--- src/rtl/axi4_lite_pkg.sv ---
// Shared AXI4-Lite definitions: response codes, address decode helper and
// the state encoding of the single-outstanding master.
package axi4_lite_pkg;

  localparam logic [1:0] RESP_OKAY   = 2'b00;
  localparam logic [1:0] RESP_EXOKAY = 2'b01;
  localparam logic [1:0] RESP_SLVERR = 2'b10;
  localparam logic [1:0] RESP_DECERR = 2'b11;

  localparam logic [2:0] ST_IDLE       = 3'd0;
  localparam logic [2:0] ST_WADDR_DATA = 3'd1;
  localparam logic [2:0] ST_WRESP      = 3'd2;
  localparam logic [2:0] ST_RADDR      = 3'd3;
  localparam logic [2:0] ST_RDATA      = 3'd4;
  localparam logic [2:0] ST_RSP        = 3'd5;

  typedef enum logic [2:0] {
    IDLE       = ST_IDLE,
    WADDR_DATA = ST_WADDR_DATA,
    WRESP      = ST_WRESP,
    RADDR      = ST_RADDR,
    RDATA      = ST_RDATA,
    RSP        = ST_RSP
  } state_e;

  // Lowest address bit that selects a register word for a given bus width.
  function automatic int unsigned addr_lsb(input int unsigned data_width);
    return $clog2(data_width / 8);
  endfunction

endpackage

--- src/rtl/axi4_lite_valid_hold.sv ---
// One AXI VALID flag: set by start, held until the cycle after VALID&&READY,
// so VALID is never withdrawn before its handshake.
module axi4_lite_valid_hold (
  input  logic clk,
  input  logic rst_n,
  input  logic start,
  input  logic ready,
  output logic valid
);

  logic valid_d;
  logic valid_q;

  always_comb begin
    // NOTE: default every combinational output first so no branch leaves it unassigned (no latch).
    valid_d = valid_q;
    if (valid_q && ready) begin
      valid_d = 1'b0;
    end else if (start) begin
      valid_d = 1'b1;
    end
  end

  always_ff @(posedge clk or negedge rst_n) begin
    // NOTE: sequential state uses non-blocking assignments so all flops update together.
    if (!rst_n) begin
      valid_q <= 1'b0;
    end else begin
      valid_q <= valid_d;
    end
  end

  assign valid = valid_q;

endmodule

--- src/rtl/axi4_lite_master.sv ---
// Single-outstanding AXI4-Lite initiator: turns a cmd/rsp handshake into one
// AXI4-Lite read or write at a time, with every bus and response output registered.
module axi4_lite_master
  import axi4_lite_pkg::*;
#(
  parameter int ADDRESS    = 32,
  parameter int DATA_WIDTH = 32
) (
  input  logic                      ACLK,
  input  logic                      ARESETN,
  input  logic                      cmd_valid,
  output logic                      cmd_ready,
  input  logic                      cmd_write,
  input  logic [ADDRESS-1:0]        cmd_addr,
  input  logic [DATA_WIDTH-1:0]     cmd_wdata,
  input  logic [DATA_WIDTH/8-1:0]   cmd_wstrb,
  output logic                      rsp_valid,
  input  logic                      rsp_ready,
  output logic                      rsp_write,
  output logic [DATA_WIDTH-1:0]     rsp_rdata,
  output logic [1:0]                rsp_resp,
  output logic [ADDRESS-1:0]        M_AWADDR,
  output logic                      M_AWVALID,
  input  logic                      M_AWREADY,
  output logic [DATA_WIDTH-1:0]     M_WDATA,
  output logic [DATA_WIDTH/8-1:0]   M_WSTRB,
  output logic                      M_WVALID,
  input  logic                      M_WREADY,
  input  logic [1:0]                M_BRESP,
  input  logic                      M_BVALID,
  output logic                      M_BREADY,
  output logic [ADDRESS-1:0]        M_ARADDR,
  output logic                      M_ARVALID,
  input  logic                      M_ARREADY,
  input  logic [DATA_WIDTH-1:0]     M_RDATA,
  input  logic [1:0]                M_RRESP,
  input  logic                      M_RVALID,
  output logic                      M_RREADY
);

  localparam int STRB_W = DATA_WIDTH / 8;

  state_e              state_d,     state_q;
  logic [ADDRESS-1:0]  awaddr_d,    awaddr_q;
  logic [DATA_WIDTH-1:0] wdata_d,   wdata_q;
  logic [STRB_W-1:0]   wstrb_d,     wstrb_q;
  logic [ADDRESS-1:0]  araddr_d,    araddr_q;
  logic                bready_d,    bready_q;
  logic                rready_d,    rready_q;
  logic                aw_done_d,   aw_done_q;
  logic                w_done_d,    w_done_q;
  logic                rsp_valid_d, rsp_valid_q;
  logic                rsp_write_d, rsp_write_q;
  logic [DATA_WIDTH-1:0] rsp_rdata_d, rsp_rdata_q;
  logic [1:0]          rsp_resp_d,  rsp_resp_q;

  logic cmd_accept;
  logic aw_hs;
  logic w_hs;
  logic ar_hs;
  logic aw_seen;
  logic w_seen;

  assign cmd_ready  = (state_q == IDLE);
  assign cmd_accept = cmd_valid && cmd_ready;
  assign aw_hs      = M_AWVALID && M_AWREADY;
  assign w_hs       = M_WVALID && M_WREADY;
  assign ar_hs      = M_ARVALID && M_ARREADY;

  // AW and W complete independently; remember whichever finished first.
  assign aw_seen = aw_done_q || aw_hs;
  assign w_seen  = w_done_q || w_hs;

  axi4_lite_valid_hold u_aw_valid (
    .clk   (ACLK),
    .rst_n (ARESETN),
    .start (cmd_accept && cmd_write),
    .ready (M_AWREADY),
    .valid (M_AWVALID)
  );

  axi4_lite_valid_hold u_w_valid (
    .clk   (ACLK),
    .rst_n (ARESETN),
    .start (cmd_accept && cmd_write),
    .ready (M_WREADY),
    .valid (M_WVALID)
  );

  axi4_lite_valid_hold u_ar_valid (
    .clk   (ACLK),
    .rst_n (ARESETN),
    .start (cmd_accept && !cmd_write),
    .ready (M_ARREADY),
    .valid (M_ARVALID)
  );

  always_comb begin
    state_d     = state_q;
    awaddr_d    = awaddr_q;
    wdata_d     = wdata_q;
    wstrb_d     = wstrb_q;
    araddr_d    = araddr_q;
    bready_d    = bready_q;
    rready_d    = rready_q;
    aw_done_d   = aw_done_q;
    w_done_d    = w_done_q;
    rsp_valid_d = rsp_valid_q;
    rsp_write_d = rsp_write_q;
    rsp_rdata_d = rsp_rdata_q;
    rsp_resp_d  = rsp_resp_q;

    unique case (state_q)
      IDLE: begin
        if (cmd_accept) begin
          if (cmd_write) begin
            awaddr_d = cmd_addr;
            wdata_d  = cmd_wdata;
            wstrb_d  = cmd_wstrb;
            state_d  = WADDR_DATA;
          end else begin
            araddr_d = cmd_addr;
            state_d  = RADDR;
          end
        end
      end

      WADDR_DATA: begin
        aw_done_d = aw_seen;
        w_done_d  = w_seen;
        if (aw_seen && w_seen) begin
          aw_done_d = 1'b0;
          w_done_d  = 1'b0;
          bready_d  = 1'b1;
          state_d   = WRESP;
        end
      end

      WRESP: begin
        if (M_BVALID && bready_q) begin
          bready_d    = 1'b0;
          rsp_valid_d = 1'b1;
          rsp_write_d = 1'b1;
          rsp_rdata_d = '0;
          rsp_resp_d  = M_BRESP;
          state_d     = RSP;
        end
      end

      RADDR: begin
        if (ar_hs) begin
          rready_d = 1'b1;
          state_d  = RDATA;
        end
      end

      RDATA: begin
        if (M_RVALID && rready_q) begin
          rready_d    = 1'b0;
          rsp_valid_d = 1'b1;
          rsp_write_d = 1'b0;
          rsp_rdata_d = M_RDATA;
          rsp_resp_d  = M_RRESP;
          state_d     = RSP;
        end
      end

      RSP: begin
        if (rsp_ready) begin
          rsp_valid_d = 1'b0;
          state_d     = IDLE;
        end
      end

      default: state_d = IDLE;
    endcase
  end

  always_ff @(posedge ACLK or negedge ARESETN) begin
    if (!ARESETN) begin
      state_q     <= IDLE;
      awaddr_q    <= '0;
      wdata_q     <= '0;
      wstrb_q     <= '0;
      araddr_q    <= '0;
      bready_q    <= 1'b0;
      rready_q    <= 1'b0;
      aw_done_q   <= 1'b0;
      w_done_q    <= 1'b0;
      rsp_valid_q <= 1'b0;
      rsp_write_q <= 1'b0;
      rsp_rdata_q <= '0;
      rsp_resp_q  <= RESP_OKAY;
    end else begin
      state_q     <= state_d;
      awaddr_q    <= awaddr_d;
      wdata_q     <= wdata_d;
      wstrb_q     <= wstrb_d;
      araddr_q    <= araddr_d;
      bready_q    <= bready_d;
      rready_q    <= rready_d;
      aw_done_q   <= aw_done_d;
      w_done_q    <= w_done_d;
      rsp_valid_q <= rsp_valid_d;
      rsp_write_q <= rsp_write_d;
      rsp_rdata_q <= rsp_rdata_d;
      rsp_resp_q  <= rsp_resp_d;
    end
  end

  assign M_AWADDR  = awaddr_q;
  assign M_WDATA   = wdata_q;
  assign M_WSTRB   = wstrb_q;
  assign M_ARADDR  = araddr_q;
  assign M_BREADY  = bready_q;
  assign M_RREADY  = rready_q;
  assign rsp_valid = rsp_valid_q;
  assign rsp_write = rsp_write_q;
  assign rsp_rdata = rsp_rdata_q;
  assign rsp_resp  = rsp_resp_q;

endmodule

--- config.mk ---
export PLATFORM = sky130hd
export DESIGN_NAME = axi4_lite_master
export DESIGN_NICKNAME = d
export VERILOG_FILES = /design/src/rtl/axi4_lite_pkg.sv /design/src/rtl/axi4_lite_valid_hold.sv /design/src/rtl/axi4_lite_master.sv
export SDC_FILE = /design/constraint.sdc
export NUM_CORES = 1
export LEC_CHECK = 0
export BUFFER_PORTS_ARGS = -buffer_cell sky130_fd_sc_hd__buf_2
export CORE_MARGIN = 1.5
export CORE_UTILIZATION = 48
export CTS_BUF_LIST = sky130_fd_sc_hd__clkbuf_8
export CTS_CLUSTER_DIAMETER = 30
export DETAILED_ROUTE_END_ITERATION = 8
export HOLD_SLACK_MARGIN = 0.12
export PLACE_DENSITY_LB_ADDON = 0.1
export SYNTH_ARGS = -nofsm -noshare
export SYNTH_HDL_FRONTEND = slang
export SYNTH_SLANG_ARGS = --single-unit
--- constraint.sdc ---
create_clock -name ACLK -period 1.9 [get_ports ACLK]
set_input_delay 0.095 -clock ACLK [delete_from_list [all_inputs] [get_ports ACLK]]
set_output_delay 0.095 -clock ACLK [all_outputs]
set_load 0.05 [all_outputs]
==> flow_summary.yaml, run 1 <==
critical_path:
  end_kind: "flip-flop"
  startpoint: "state_q[0]"
  crit_chain: "buf_4 -> nor2_1 -> nand2_2 -> mux2i_1 -> dlygate4sd3_1 -> o21ai_1"
  crit_fanout: 10
  cp.arrival_ns: 2.09
  start_kind: "flip-flop"
  reg2reg_from: "state_q[0]"
  max_stage_delay_ns: 0.57
  crit_slowest_cell: "dlygate4sd3_1"
  path_class: "reg2reg"
  required_ns: 2.21
sta:
  rsz0062_at_grt: "false"
  drv_slew: 0
  hold_viol_final: 0
  fin_skew_ns: 0.00776
  slew_headroom: 0.704
  worst_slack_ns: 0.119
  setup_viol: 0
  tns_ns: 0
  period_share: 0.937
  fmax_mhz: 562
  period_minus_slack_ns: 1.78
  worst_pin_slew_ns: 0.443
cells_and_area:
  drive_gt1_frac: 0.537
  layout_commonest_cell: "buf_2"
  stdcell_area_um2: 8640
  layout.nets: 857
  syn2layout_area_growth_pct: 54.8
  nFillCells: 702
  stdcell_count: 899
  layout_common_cells: "buf_2 (254), dfrtp_1 (146), dlygate4sd3_1 (111)"
  diodes: 0
clocking:
  htreeDepth: 4
  insertion_delay_ns: 0.43
  cts_tree: "yes"
  cts.path.max_buffers: 2
  clk_pin_slew_ns: 0.08
  clock-sinks: 146
  cts_made_buffers: 17
  root_buffer: "clkbuf_8"
synthesis:
  ys_seq_area_frac: 0.655
  syn-mean-instance-area_um2: 15.3
  netlist_instances: 366
  syn-num-nets: 480
  syn_area_um2: 5580
  ys_ff_latch: 146
  ys_types: 32
  ys_warn_count: 0
route:
  vias: 4500
  avgViaCountPerCell: 5.01
  drt_iter0_drc: 271
  drt-wirelength-per-cell_um: 17.2
  firstDrtPassIters: 4
  drc_errors: 0
  ant_nets: 0
  routed_wl_um: 15400
die:
  placement_rows: 39
  core_area_um2: 11400
  num_io_pins: 256
  dieArea_um2: 12300
  start_util: 0.491
  die_h_um: 111
  fp.dieW_um: 111
grt:
  overflow: 0
  grt_pass1_wl_um: 25100
  grt_pass1_vias: 4741
  antenna_found_initial: 0
  gr-usage-all-layers: 0.263
  grt_start_max_net_pins: 71
place:
  dpl-instance-area_um2: 7100
  dp_hpwl_um: 9410
  dp_slack_ns: 0.204
  place_inst: 756
  port_buffers: 255
  routabilityCongestion: 0.824
min_path:
  hp-class: "in2async"
power_and_ir_drop:
  powerDensity_nw_per_um2: 1840
  finalPower_w: 0.0159
  peakVddDrop_uv: 1570
  p_leak_nw: 4.38
status:
  outcome: "finished clean"
run:
  max_cap_viol_count: 0
synthesized netlist by cell type:
cell type	n	area, µm²
nor2_2	1	6.26
nand2_2	1	6.26
nand4_1	1	6.26
nor2_4	1	11.3
o21ai_0	1	5.00
buf_6	3	33.8
a21oi_1	11	55.1
inv_1	2	7.51
nand2b_1	2	12.5
or2b_4	1	11.3
nor3_2	2	20.0
buf_2	14	70.1
a21oi_2	1	8.76
o21ai_1	5	25.0
buf_4	2	15.0
mux2_2	99	1110
nor2b_2	1	8.76
a211o_1	1	8.76
mux2i_1	5	50.1
o211ai_1	1	7.51
a32oi_1	1	8.76
nand2_1	13	48.8
or3_1	1	6.26
a22o_1	32	280
a31oi_1	2	12.5
nand3_2	1	10.0
nor4_1	1	6.26
nor2_1	10	37.5
mux2_1	2	22.5
dfrtp_1	146	3650
inv_2	1	3.75
a211oi_1	1	7.51
flip-flops by register name, indices dropped and copies added, names as in the netlist:
register,flops
M_ARADDR,32
M_AWADDR,32
M_BREADY,1
M_RREADY,1
M_WDATA,32
M_WSTRB,4
aw_done_q,1
rsp_rdata,32
rsp_resp,2
rsp_valid,1
rsp_write,1
state_q,3
u_ar_valid.valid,1
u_aw_valid.valid,1
u_w_valid.valid,1
w_done_q,1
per-stage QoR:
step                hold slack [ns]   util
detailed placement           0.0514  0.624
global route                  0.153  0.760
global placement             0.0528  0.624
CTS                           0.136  0.760
floorplan                    -0.201      -
finish                        0.155  0.760
area by class of cell:
class                   count  area (µm²)  area share
flip-flops and latches    146        3650       0.423
repair buffers            377        2550       0.295
multi-input cells         198        1820       0.210
clock buffers              19         262      0.0303
well taps                 143         179      0.0207
clock inverters            13         168      0.0194
inverters                   3        11.3     0.00130
cell families after synthesis:
| kind of cell | count (synthesis) | synth area share |
|---|---|---|
| DFF | 146 | 0.655 |
| muxes | 106 | 0.213 |
| AOI/OAI and AO/OA | 56 | 0.0751 |
| and+or+nand+nor | 36 | 0.0343 |
| buffers and inverters | 22 | 0.0233 |
metal layers:
metal / global-route usage / vias up / routed length, µm
met5: 0 / - / 0
met1: 0.314 / 2190 / 6020
li1: - / 2076 / -
met2: 0.447 / 195 / 7850
met4: 0.115 / 0 / 481
met3: 0.0738 / 39 / 1070
path summary, 6_finish.rpt:
check	end	slack, ns	depth (start not counted)
worst max-delay path	rsp_resp[1]	0.12	6
worst min-delay path	rsp_rdata[25]	0.15	2
worst max register to register	rsp_resp[1]	0.12	6
worst min register to register	M_ARADDR[24]	0.50	1
max in group asynchronous	M_ARADDR[4]	1.11	3
min in group ACLK	state_q[1]	0.20	3
critical path: cells and delay by family, from the launching register on:
family          cells  cell delay (ns)
buf+inv             2             0.75
mux                 1             0.15
compound gates      1             0.06
flops               1             0.41
simple gates        2             0.29
report_power, final:
part	switching (W)	total, W	internal, W
Sequential	0.000672	0.00502	0.00435
Clock	0.00111	0.00259	0.00148
Combinational	0.00597	0.00832	0.00235
repair_timing:
item | in CTS | in global routing
hold endpoints to repair | 290 | 0
hold buffers | 111 | 0
endpoints found under the setup margin | 0 | 2
buffers inserted | 0 | 0
gates resized for setup | 0 | 1
(Power assumes the default switching activity.)
==> run 2: changes to the inputs <==
Settings changed: CORE_UTILIZATION 48 to 49, PLACE_DENSITY_LB_ADDON 0.1 to 0.15, SKIP_CTS_REPAIR_TIMING from default to 1, SYNTH_HIERARCHICAL from default to 1.
==> run 2 against run 1 <==
Effect of this change:
- die area down 0.70%
- synthesized cell count up 1.6%
- via count up 1.5%
- sequential cell count unchanged
- worst hold slack worse by 0.0013 ns
- register-to-register slack worse by 0.03 ns
- first-iteration DRC count down 19%
- clock power down 12%
- combinational power up 19%
- critical endpoint is now M_WDATA[27]
- largest power group unchanged
- highest routed layer unchanged
==> flow_summary.yaml, run 2 <==
status:
  outcome: "finished clean"
synthesis:
  syn-mean-instance-area_um2: 15.2
  syn-num-nets: 486
  netlist.area_leader.share: 0.646
  synth.area.top_cells: "dfrtp_1 (65%), mux2_2 (18%), a22o_1 (5.0%)"
  yosysMostFrequentCell: "dfrtp_1"
  ys_types: 34
  ys_warn_count: 6
  syn_area_um2: 5660
  netlist_instances: 372
  synth_area_leader_cell: "dfrtp_1"
  synth_edf_count: 0
  synth_ff_type: "dfrtp_1"
  yosys-top-cells-count: "dfrtp_1 (146), mux2_2 (91), a22o_1 (32)"
  ys_ff_latch: 146
  ys_seq_area_frac: 0.646
  async_flop_share: 1.00
die:
  dieArea_um2: 12200
  placement_rows: 39
  start_util: 0.500
  fp.dieW_um: 110
  num_io_pins: 256
  die_h_um: 110
  core_area_um2: 11300
route:
  drt_iter0_drc: 220
  vias: 4568
  firstDrtPassIters: 4
  ant_nets: 0
  avgViaCountPerCell: 5.06
  drc_errors: 0
  routed_wl_um: 15600
  drt-wirelength-per-cell_um: 17.3
grt:
  grt_pass1_vias: 4141
  overflow: 0
  gr-usage-all-layers: 0.225
  grt_pass1_wl_um: 21300
  antenna_found_initial: 0
  grt_start_max_net_pins: 52
cells_and_area:
  syn2layout_area_growth_pct: 53.2
  layout_common_cells: "buf_2 (254), dfrtp_1 (146), dlygate4sd3_1 (114)"
  stdcell_count: 902
  drive_gt1_frac: 0.526
  nFillCells: 699
  multi_input_area_um2: 1850
  regArea_um2: 3650
  layout.nets: 862
  stdcell_area_um2: 8660
  layout_commonest_cell: "buf_2"
  diodes: 0
clocking:
  cts_tree: "yes"
  cts_made_buffers: 17
  clk_pin_slew_ns: 0.07
  htreeDepth: 4
  clock-sinks: 146
  insertion_delay_ns: 0.45
  root_buffer: "clkbuf_8"
  cts.path.max_buffers: 2
place:
  dp_hpwl_um: 9760
  port_buffers: 255
  place_inst: 758
  dpl-instance-area_um2: 7150
  routabilityCongestion: 0.843
sta:
  period_minus_slack_ns: 1.81
  setup_viol: 0
  worst_pin_slew_ns: 0.642
  hold_viol_final: 0
  hold_slack_ns: 0.154
  slew_headroom: 0.566
  period_share: 0.953
  fin_skew_ns: 0.00758
  drv_slew: 0
  fmax_mhz: 552
run:
  max_cap_viol_count: 0
critical_path:
  r2r_cells: 4
  cp.arrival_ns: 2.14
  crit_fanout: 5
  end_kind: "flip-flop"
  required_ns: 2.23
  start_kind: "flip-flop"
  path_class: "reg2reg"
power_and_ir_drop:
  finalPower_w: 0.0176
  p_leak_nw: 4.36
  peakVddDrop_uv: 1510
  powerDensity_nw_per_um2: 2030
min_path:
  hp-class: "in2async"
run 2: cell types whose count changed in the layout (fill, tap and decap cells not counted), sizes merged, moves of 3 or more:
cell / change
a21oi: -6
clkinv: -3
nand2: -3
dlygate4sd3: +3
o21ai: +3
clkbuf: +4
bufinv: -3
nor2: -5
inv: +3
run 2: worst paths after layout:
kind                                     to  startpoint  slack, ns
max in group asynchronous      rsp_rdata[9]     ARESETN       1.05
min in group ACLK          u_aw_valid/valid   M_AWREADY       0.39
setup / recovery                M_WDATA[27]  state_q[0]       0.09
setup reg to reg                M_WDATA[27]  state_q[0]       0.09
hold / removal              u_w_valid/valid     ARESETN       0.15
hold reg to reg                   aw_done_q   aw_done_q       0.49
run 2: per-stage QoR:
stage                     TNS [ns]   util  setup WS (ns)
after global placement           0  0.631          0.292
final                            0  0.765         0.0895
after CTS                        0  0.664          0.211
after global routing       -0.0119  0.765        -0.0119
after detailed placement         0  0.631          0.237
after floorplan              -1.87      -        -0.0536
run 2: where the power goes:
group	total [W]	leakage (nW)	switching (W)	internal [W]
combinational	0.00988	2.38	0.00708	0.00280
clock	0.00229	0.203	0.00107	0.00121
sequential	0.00541	1.77	0.000808	0.00460
run 2: critical path: stages (launching register included):
cell and delay, ns:
dfrtp_1 0.42, nor3_4 0.26, nand3_4 0.16, mux2_2 0.30, dlygate4sd3_1 0.55
run 2: area by class of cell:
cell class,count,area share
Multi-Input combinational cell,195,0.213
Inverter,6,0.00260
Tap cell,143,0.0207
Clock inverter,7,0.00679
Clock buffer,23,0.0365
Sequential cell,146,0.422
Timing Repair Buffer,382,0.298
run 2: logic make-up (layout without fill, tap and decap cells):
logic type	after synthesis	count (layout)	synth area share
compound gates	55	55	0.0743
buf+inv	31	418	0.0288
simple gates	33	33	0.0336
mux	107	107	0.217
flops	146	146	0.646
run 2: metal layers:
metal	GRT usage	vias to the layer above	wire length (µm)
li1	-	2093	-
met1	0.272	2235	6040
met2	0.367	211	7990
met3	0.0735	29	1180
met4	0.106	0	353
met5	0	-	0
==> run 3: changes to the inputs <==
Settings changed: CORE_ASPECT_RATIO from default to 1.5.
==> run 3 against run 2 <==
Effect of this change:
- maximum frequency grew 6.0%
- non-clock buffer count is the same
- power increased by 1.1%
- count of clock-buffer cells in the layout shrank 5
- largest cell class unchanged
==> flow_summary.yaml, run 3 (same netlist as run 2, synthesis figures left out) <==
status:
  outcome: "finished clean"
power_and_ir_drop:
  power_frac_comb: 0.557
  powerDensity_nw_per_um2: 2050
  p_int_w: 0.00870
  p_leak_nw: 4.35
  seq_power_share: 0.304
  pwr-share-clk: 0.139
  peakVddDrop_uv: 1400
  finalPower_w: 0.0178
  p_sw_frac: 0.510
  switchingPower_w: 0.00907
route:
  drt_iter0_drc: 176
  drt-wirelength-per-cell_um: 17.5
  vias: 4648
  ant_nets: 0
  routed_wl_um: 15900
  drc_errors: 0
  avgViaCountPerCell: 5.12
  firstDrtPassIters: 6
cells_and_area:
  layout_commonest_cell: "buf_2"
  syn2layout_area_growth_pct: 53.4
  layout.nets: 862
  diodes: 0
  drive_gt1_frac: 0.531
  layout_common_cells: "buf_2 (254), dfrtp_1 (146), dlygate4sd3_1 (113)"
die:
  core_area_um2: 11100
  num_io_pins: 256
  fp.dieW_um: 90.7
  die_h_um: 135
  placement_rows: 47
  start_util: 0.509
  dieArea_um2: 12200
critical_path:
  path_class: "reg2reg"
  r2r-end: "state_q[0]"
  end_kind: "flip-flop"
  crit_fanout: 4
  cp.arrival_ns: 2.06
  required_ns: 2.25
  start_kind: "flip-flop"
  ff2ff_setup_slack_ns: 0.19
  reg2reg_from: "u_w_valid/valid"
  r2r_cells: 4
clocking:
  clock-sinks: 146
  htreeDepth: 4
  cts.path.max_buffers: 2
  insertion_delay_ns: 0.43
  cts_made_buffers: 17
  root_buffer: "clkbuf_8"
  cts_tree: "yes"
  clk_pin_slew_ns: 0.09
grt:
  gr-usage-all-layers: 0.221
  grt_pass1_wl_um: 20900
  antenna_found_initial: 0
  grt_start_max_net_pins: 56
  grt_pass1_vias: 4254
  overflow: 0
sta:
  rsz0062_at_grt: "false"
  drv_slew: 0
  setup_viol: 0
  worst_pin_slew_ns: 0.662
  period_share: 0.899
  hold_viol_final: 0
  worst_slack_ns: 0.192
  fin_skew_ns: 0.0141
  slew_headroom: 0.553
  period_minus_slack_ns: 1.71
  fmax_mhz: 586
place:
  port_buffers: 255
  dp_hpwl_um: 9860
  routabilityCongestion: 0.816
  dp_slack_ns: 0.205
min_path:
  hp-class: "in2async"
run:
  max_cap_viol_count: 0
-- run 3: worst max-delay path by stage --
stage	start	endpoint	slack [ns]	depth (start not counted)
detailed placement	state_q[1]	state_q[0]	0.21	4
CTS	state_q[1]	state_q[0]	0.21	4
finish	u_w_valid/valid	state_q[0]	0.19	4
global route	state_q[1]	state_q[2]	0.11	4
global placement	state_q[1]	state_q[2]	0.21	4
floorplan	state_q[0]	M_ARADDR[10]	-0.05	6
-- run 3: worst max-delay path, cell delays in order (launching register included) --
cell and delay (ns):
dfrtp_1 0.46, a21oi_1 0.29, o311ai_0 0.26, or3b_2 0.52, nand3_1 0.11
-- run 3: layer usage --
metal / track usage / routed length, µm / vias up
li1: - / - / 2096
met1: 0.240 / 5720 / 2295
met2: 0.391 / 8550 / 221
met3: 0.0642 / 1120 / 36
met4: 0.110 / 473 / 0
met5: 0 / 0 / -
-- run 3: power groups by stage --
stage	Sequential (W)	Combinational, W	Clock, W
after global placement	0.00530	0.00955	0
after detailed placement	0.00539	0.00967	0
after CTS	0.00535	0.00970	0.00254
after floorplan	0.0104	0.00230	0
after global routing	0.00557	0.0103	0.00267
final	0.00540	0.00989	0.00248
-- run 3: stage by stage --
stage	util	TNS (ns)	cells	hold slack, ns	cell area, µm²
floorplan	-	-1.87	372	-0.201	5680
global placement	0.642	0	763	0.0650	7130
detailed placement	0.642	0	763	0.0717	7130
CTS	0.679	0	795	-0.407	7550
global route	0.781	0	908	0.194	8680
finish	0.781	0	908	0.153	8680
-- run 3: final cells by class --
class / instances / area, µm²
sequential: 146 / 3650
timing repair buffer: 382 / 2560
fill: 646 / 2440
multi-input combinational: 195 / 1850
clock buffer: 18 / 248
tap: 147 / 184
clock inverter: 14 / 164
inverter: 6 / 22.5
